<file path="src/rtl/hdmi_clk_pkg.sv">
// Shared types and default timing for the HDMI clock subsystem.
// All timing constants are in 48 MHz reference-clock cycles.
package hdmi_clk_pkg;

   typedef enum logic [2:0] {
      ST_IDLE      = 3'd0,
      ST_PLL_RESET = 3'd1,
      ST_WAIT_LOCK = 3'd2,
      ST_STABLE    = 3'd3,
      ST_RUN       = 3'd4,
      ST_FAULT     = 3'd5
   } pll_state_e;

   localparam int RST_CYCLES_DEF    = 16;     // PLL reset pulse width
   localparam int LOCK_TIMEOUT_DEF  = 48000;  // 1 ms
   localparam int STABLE_CYCLES_DEF = 4800;   // 100 us

   function automatic int max3(input int a, input int b, input int c);
      int m;
      m = (a > b) ? a : b;
      return (m > c) ? m : c;
   endfunction

endpackage

</file>
<file path="src/rtl/sync_ff.sv">
// N-stage flop synchronizer with async active-low clear.
// Also usable by the video domains to re-time video_rst_n.
module sync_ff #(
   parameter int STAGES = 2,
   parameter int WIDTH  = 1
) (
   input  logic             clk,
   input  logic             rst_n,
   input  logic [WIDTH-1:0] d,
   output logic [WIDTH-1:0] q
);

   logic [STAGES-1:0][WIDTH-1:0] sync_q;

   always_ff @(posedge clk or negedge rst_n) begin
      if (!rst_n) sync_q <= '0;
      else        sync_q <= {sync_q[STAGES-2:0], d};
   end

   assign q = sync_q[STAGES-1];

endmodule

</file>
<file path="src/rtl/hdmi_pll_supervisor.sv">
// HDMI PLL bring-up supervisor: drives PLL reset, qualifies LOCK, retries,
// and releases the video-domain reset only after lock has been stable.
//
//   state     | meaning
//   ----------+----------------------------------------------------------
//   IDLE      | enable low; PLL and video held in reset
//   PLL_RESET | pll_rst pulse of RST_CYCLES cycles
//   WAIT_LOCK | waiting for synchronized lock, bounded by LOCK_TIMEOUT
//   STABLE    | counting consecutive locked cycles up to STABLE_CYCLES
//   RUN       | video released; any lock drop restarts the PLL
//   FAULT     | MAX_RETRIES failed attempts; exits only on enable low
module hdmi_pll_supervisor
   import hdmi_clk_pkg::*;
#(
   parameter int RST_CYCLES    = RST_CYCLES_DEF,
   parameter int LOCK_TIMEOUT  = LOCK_TIMEOUT_DEF,
   parameter int STABLE_CYCLES = STABLE_CYCLES_DEF,
   parameter int MAX_RETRIES   = 7,
   parameter int SYNC_STAGES   = 2
) (
   input  logic       clk,
   input  logic       rst_n,
   input  logic       enable,
   input  logic       pll_locked,
   output logic       pll_rst,
   output logic       video_rst_n,
   output logic       ready,
   output logic       fault,
   output logic [2:0] state,
   output logic [3:0] retry_cnt,
   output logic [7:0] lock_loss_cnt
);

   localparam int TW = $clog2(max3(LOCK_TIMEOUT, STABLE_CYCLES, RST_CYCLES) + 1);

   logic          lk_s;
   pll_state_e    state_q, state_d;
   logic [TW-1:0] timer_q;
   logic          timer_inc;
   logic [3:0]    retry_d;
   logic [7:0]    loss_d;

   sync_ff #(.STAGES(SYNC_STAGES), .WIDTH(1)) u_lock_sync (
      .clk   (clk),
      .rst_n (rst_n),
      .d     (pll_locked),
      .q     (lk_s)
   );

   always_comb begin
      state_d   = state_q;
      retry_d   = retry_cnt;
      loss_d    = lock_loss_cnt;
      timer_inc = 1'b0;
      if (!enable) begin
         state_d = ST_IDLE;
      end else begin
         case (state_q)
            ST_IDLE: begin
               state_d = ST_PLL_RESET;
               retry_d = 4'd0;
            end
            ST_PLL_RESET: begin
               timer_inc = 1'b1;
               if (timer_q == TW'(RST_CYCLES - 1)) state_d = ST_WAIT_LOCK;
            end
            ST_WAIT_LOCK: begin
               timer_inc = 1'b1;
               // lock takes priority over a simultaneous timeout
               if (lk_s) begin
                  state_d = ST_STABLE;
               end else if (timer_q == TW'(LOCK_TIMEOUT - 1)) begin
                  retry_d = retry_cnt + 4'd1;
                  state_d = (retry_cnt + 4'd1 == 4'(MAX_RETRIES)) ? ST_FAULT : ST_PLL_RESET;
               end
            end
            ST_STABLE: begin
               timer_inc = 1'b1;
               if (!lk_s)                                    state_d = ST_WAIT_LOCK;
               else if (timer_q == TW'(STABLE_CYCLES - 1))   state_d = ST_RUN;
            end
            ST_RUN: begin
               if (!lk_s) begin
                  state_d = ST_PLL_RESET;
                  retry_d = 4'd0;
                  if (lock_loss_cnt != 8'hFF) loss_d = lock_loss_cnt + 8'd1;
               end
            end
            ST_FAULT: state_d = ST_FAULT;
            default:  state_d = ST_IDLE;
         endcase
      end
   end

   // Outputs are decoded from the next state so they change on the same edge as state.
   always_ff @(posedge clk or negedge rst_n) begin
      if (!rst_n) begin
         state_q       <= ST_IDLE;
         timer_q       <= '0;
         retry_cnt     <= 4'd0;
         lock_loss_cnt <= 8'd0;
         pll_rst       <= 1'b1;
         video_rst_n   <= 1'b0;
         ready         <= 1'b0;
         fault         <= 1'b0;
      end else begin
         state_q       <= state_d;
         retry_cnt     <= retry_d;
         lock_loss_cnt <= loss_d;
         if (state_d != state_q) timer_q <= '0;
         else if (timer_inc)     timer_q <= timer_q + TW'(1);
         pll_rst     <= (state_d == ST_IDLE) || (state_d == ST_PLL_RESET) || (state_d == ST_FAULT);
         video_rst_n <= (state_d == ST_RUN);
         ready       <= (state_d == ST_RUN);
         fault       <= (state_d == ST_FAULT);
      end
   end

   assign state = state_q;

endmodule

</file>
<file path="config.mk">
export PLATFORM = sky130hd
export DESIGN_NAME = hdmi_pll_supervisor
export DESIGN_NICKNAME = d
export VERILOG_FILES = /design/src/rtl/hdmi_clk_pkg.sv /design/src/rtl/sync_ff.sv /design/src/rtl/hdmi_pll_supervisor.sv
export SDC_FILE = /design/constraint.sdc
export NUM_CORES = 1
export LEC_CHECK = 0
export ABC_AREA = 1
export BUFFER_PORTS_ARGS = -buffer_cell sky130_fd_sc_hd__buf_2
export CORE_UTILIZATION = 40
export DETAILED_ROUTE_END_ITERATION = 12
export GPL_ROUTABILITY_DRIVEN = 0
export SLEW_MARGIN = 5
export SYNTH_ARGS = -nofsm -noshare
export SYNTH_HDL_FRONTEND = slang
export SYNTH_SLANG_ARGS = --single-unit
</file>
<file path="constraint.sdc">
create_clock -name clk -period 2.8 [get_ports clk]
set_clock_uncertainty 0.05 [all_clocks]
set_input_delay 0.14 -clock clk [delete_from_list [all_inputs] [get_ports clk]]
set_output_delay 0.14 -clock clk [all_outputs]
set_load 0.005 [all_outputs]
</file>
==> flow_metrics.tcl <==
set metrics [dict create \
    fillers 541 \
    post_synth_num_cell_types 36 \
    place.port_buffers 22 \
    crit_fanout 16 \
    power_w 0.00106 \
    synthesis.area_mm2 0.00214 \
    async_flop_share_pct 100 \
    tightestPinTransition_ns 0.786 \
    synth_cells 249 \
    row_count 26 \
    crit_arrival_ns 2.33 \
    hold_depth 3 \
    syn_area_per_cell_um2 8.59 \
    holdWs_ns 0.171 \
    htree_num_levels 2 \
    outcome "finished, final reports clean" \
    grt.total_usage_pct 16.2 \
    p_leak_nw 1.14 \
    core_mm2 0.00514 \
    antenna_found_initial 0 \
    hold_buffers 2 \
    grt-ovfl-total 0 \
    worstSetupStartpointType "flop" \
    layout_min_cycle_time_ns 2.18 \
    wl_per_cell_um 11.3 \
    ys.warnings.count 0 \
    first_pass_iters 4 \
    yosysTopAreaCell "dfrtp_1" \
    synth_top_flop_cell "dfrtp_1" \
    r2r_setup_slack_ns 0.62 \
    start_util_pct 41.6 \
    drcViolationCount 0 \
    cp.required_ns 2.95 \
    yosysMostFrequentCell "nand2_1" \
    synth_edf_count 0 \
    drtIter0Drc 51 \
    reg2reg_to "timer_q[1]" \
    synth-seq-cells 36 \
    peakVddDrop_v 0.000222 \
    grt_pass1_wl_um 6880 \
    synth_top_area_share_pct 41.0 \
    dpl.cell_count 337 \
    setup_tns_ns 0 \
    synth_area_leaders "dfrtp_1 (41%), nand2_1 (7.7%), nor2_1 (6.5%)" \
    vias 1637 \
    hold_path_class "in2reg" \
    r2r_start "timer_q[0]" \
    die_w_um 75.1 \
    first_global_vias 1561 \
    drive_above_1_share_pct 24.2 \
    cts_buffers 5 \
    drt-vias-per-instance 4.72 \
    slew_violations 0 \
    critPathCaptureType "flop" \
    rsz0062_at_grt "no" \
    die-area_mm2 0.00564 \
    clkTransAtPathRegs_ns 0.07 \
    cts_buffer_depth 2 \
    powerDensity_mw_per_mm2 437 \
    ant_nets 0 \
    rr_worst_depth 13 \
    holdPathEnd "state[2]" \
    dpl.hpwl_um 2820 \
    grt_max_degree 37 \
    hold_viol_final 0 \
    min_from "enable" \
    final_cell_count_no_fill 347 \
    synth_commonest_cells "nand2_1 (44), nor2_1 (37), dfrtp_1 (35)" \
    insertion_delay_ns 0.28 \
    worstSetupPathType "reg2reg" \
    max_cap_viol_count 0 \
    yosysSeqAreaShare_pct 42.2 \
    post_cts_buffers 0 \
    timing.fmax_ghz 0.459 \
    finalSetupViolations 0 \
    relSlewSlack_pct 47.6 \
    die_y_um 75.1 \
    place_ws_ns 0.592 \
    cts_root_buf "clkbuf_8" \
    area_growth_pct 13.4 \
    routed_wirelength_um 3930 \
    final_nets 284 \
    cts_sinks 36 \
    cts_resized 0 \
    cts_tree "built" \
    finalWorstSetupSlack_ns 0.619 \
    antennaDiodeCount 0 \
    pin_count 23 \
    syn_nets 257 \
    fin_crit_sh_pct 77.9 \
]
## where the power goes
part | internal (W) | switching [W]
clock network | 0.000263 | 0.000187
logic | 0.0000196 | 0.0000533
registers | 0.000526 | 0.00000979
## through the flow
| stage | util, % | area (µm²) |
|---|---|---|
| after floorplan | - | 2140 |
| after global placement | 44.6 | 2290 |
| after detailed placement | 44.6 | 2290 |
| final | 47.2 | 2420 |
| after global routing | 47.2 | 2420 |
| after CTS | 47.2 | 2420 |
## registers in the layout (all words and copies together) (netlist names)
name and count:
fault 1, lock_loss_cnt 8, pll_rst 1, ready 1
retry_cnt 4, state 3, timer_q 16, u_lock_sync.q 1
u_lock_sync.sync_q 1
## how the worst max path moves through the flow
stage | startpoint | endpoint | cells past startpoint
floorplan | timer_q[0] | timer_q[7] | 13
global placement | timer_q[0] | timer_q[0] | 13
detailed placement | timer_q[0] | timer_q[1] | 13
CTS | timer_q[0] | timer_q[1] | 13
global route | timer_q[0] | timer_q[0] | 13
finish | timer_q[0] | timer_q[1] | 13
## layer usage
metal  GRT usage (%)  part of all wire, %
met5               0                    0
met1            20.3                   49
met2            27.1                   47
met4            5.87                  1.8
met3            4.15                  2.6
## cell type report
cell class	instances	area (µm²)	area share (%)
Clock buffer	5	68.8	2.84
Clock inverter	3	42.5	1.75
Multi-Input combinational cell	176	1070	44.1
Tap cell	70	87.6	3.61
Timing Repair Buffer	24	130	5.37
Sequential cell	36	902	37.2
Inverter	33	124	5.11
## cells by family (layout without fill, tap and decap cells)
kind of cell             after synthesis  count (layout)  share of synthesized area, %
AND/OR/NAND/NOR                      139             139                          35.6
buffers and inverters                 37              65                          7.78
flip-flops                            36              36                          42.2
XOR/XNOR                              19              19                          7.78
AO/OA/AOI/OAI                         13              13                          3.86
adder cells (fa/ha/maj)                4               4                          2.34
multiplexers                           1               1                         0.468
## critical path, cell delays in order, from the launching register on
cell and delay [ns]:
dfrtp_1 0.38, ha_1 0.21, nand2_1 0.14, nor2_2 0.19, inv_2 0.06, nor2_4 0.14
nand2_1 0.08, nand3_2 0.08, nand2_2 0.07, nand2_1 0.07, nand2_1 0.07, inv_2 0.06
nand3_4 0.28, nor2_1 0.21
## placed cells by master, fill, tap and decap left out, types with 2 or more instances in the layout
master,synthesis,final
xor2_1,15,15
inv_1,26,26
xnor2_1,4,4
a21oi_1,2,2
ha_1,4,4
dlygate4sd3_1,0,2
dfrtp_1,35,35
clkbuf_8,0,5
nor2_2,2,2
inv_2,6,6
o21ai_0,4,4
nor2_4,12,12
nand3_2,3,3
nand2_1,44,44
nor3_1,3,3
nor2_1,37,37
nand3_1,18,18
buf_2,0,22
nand3_4,2,2
nand4_1,6,6
nand2_2,6,6
(Power assumes the default switching activity.)
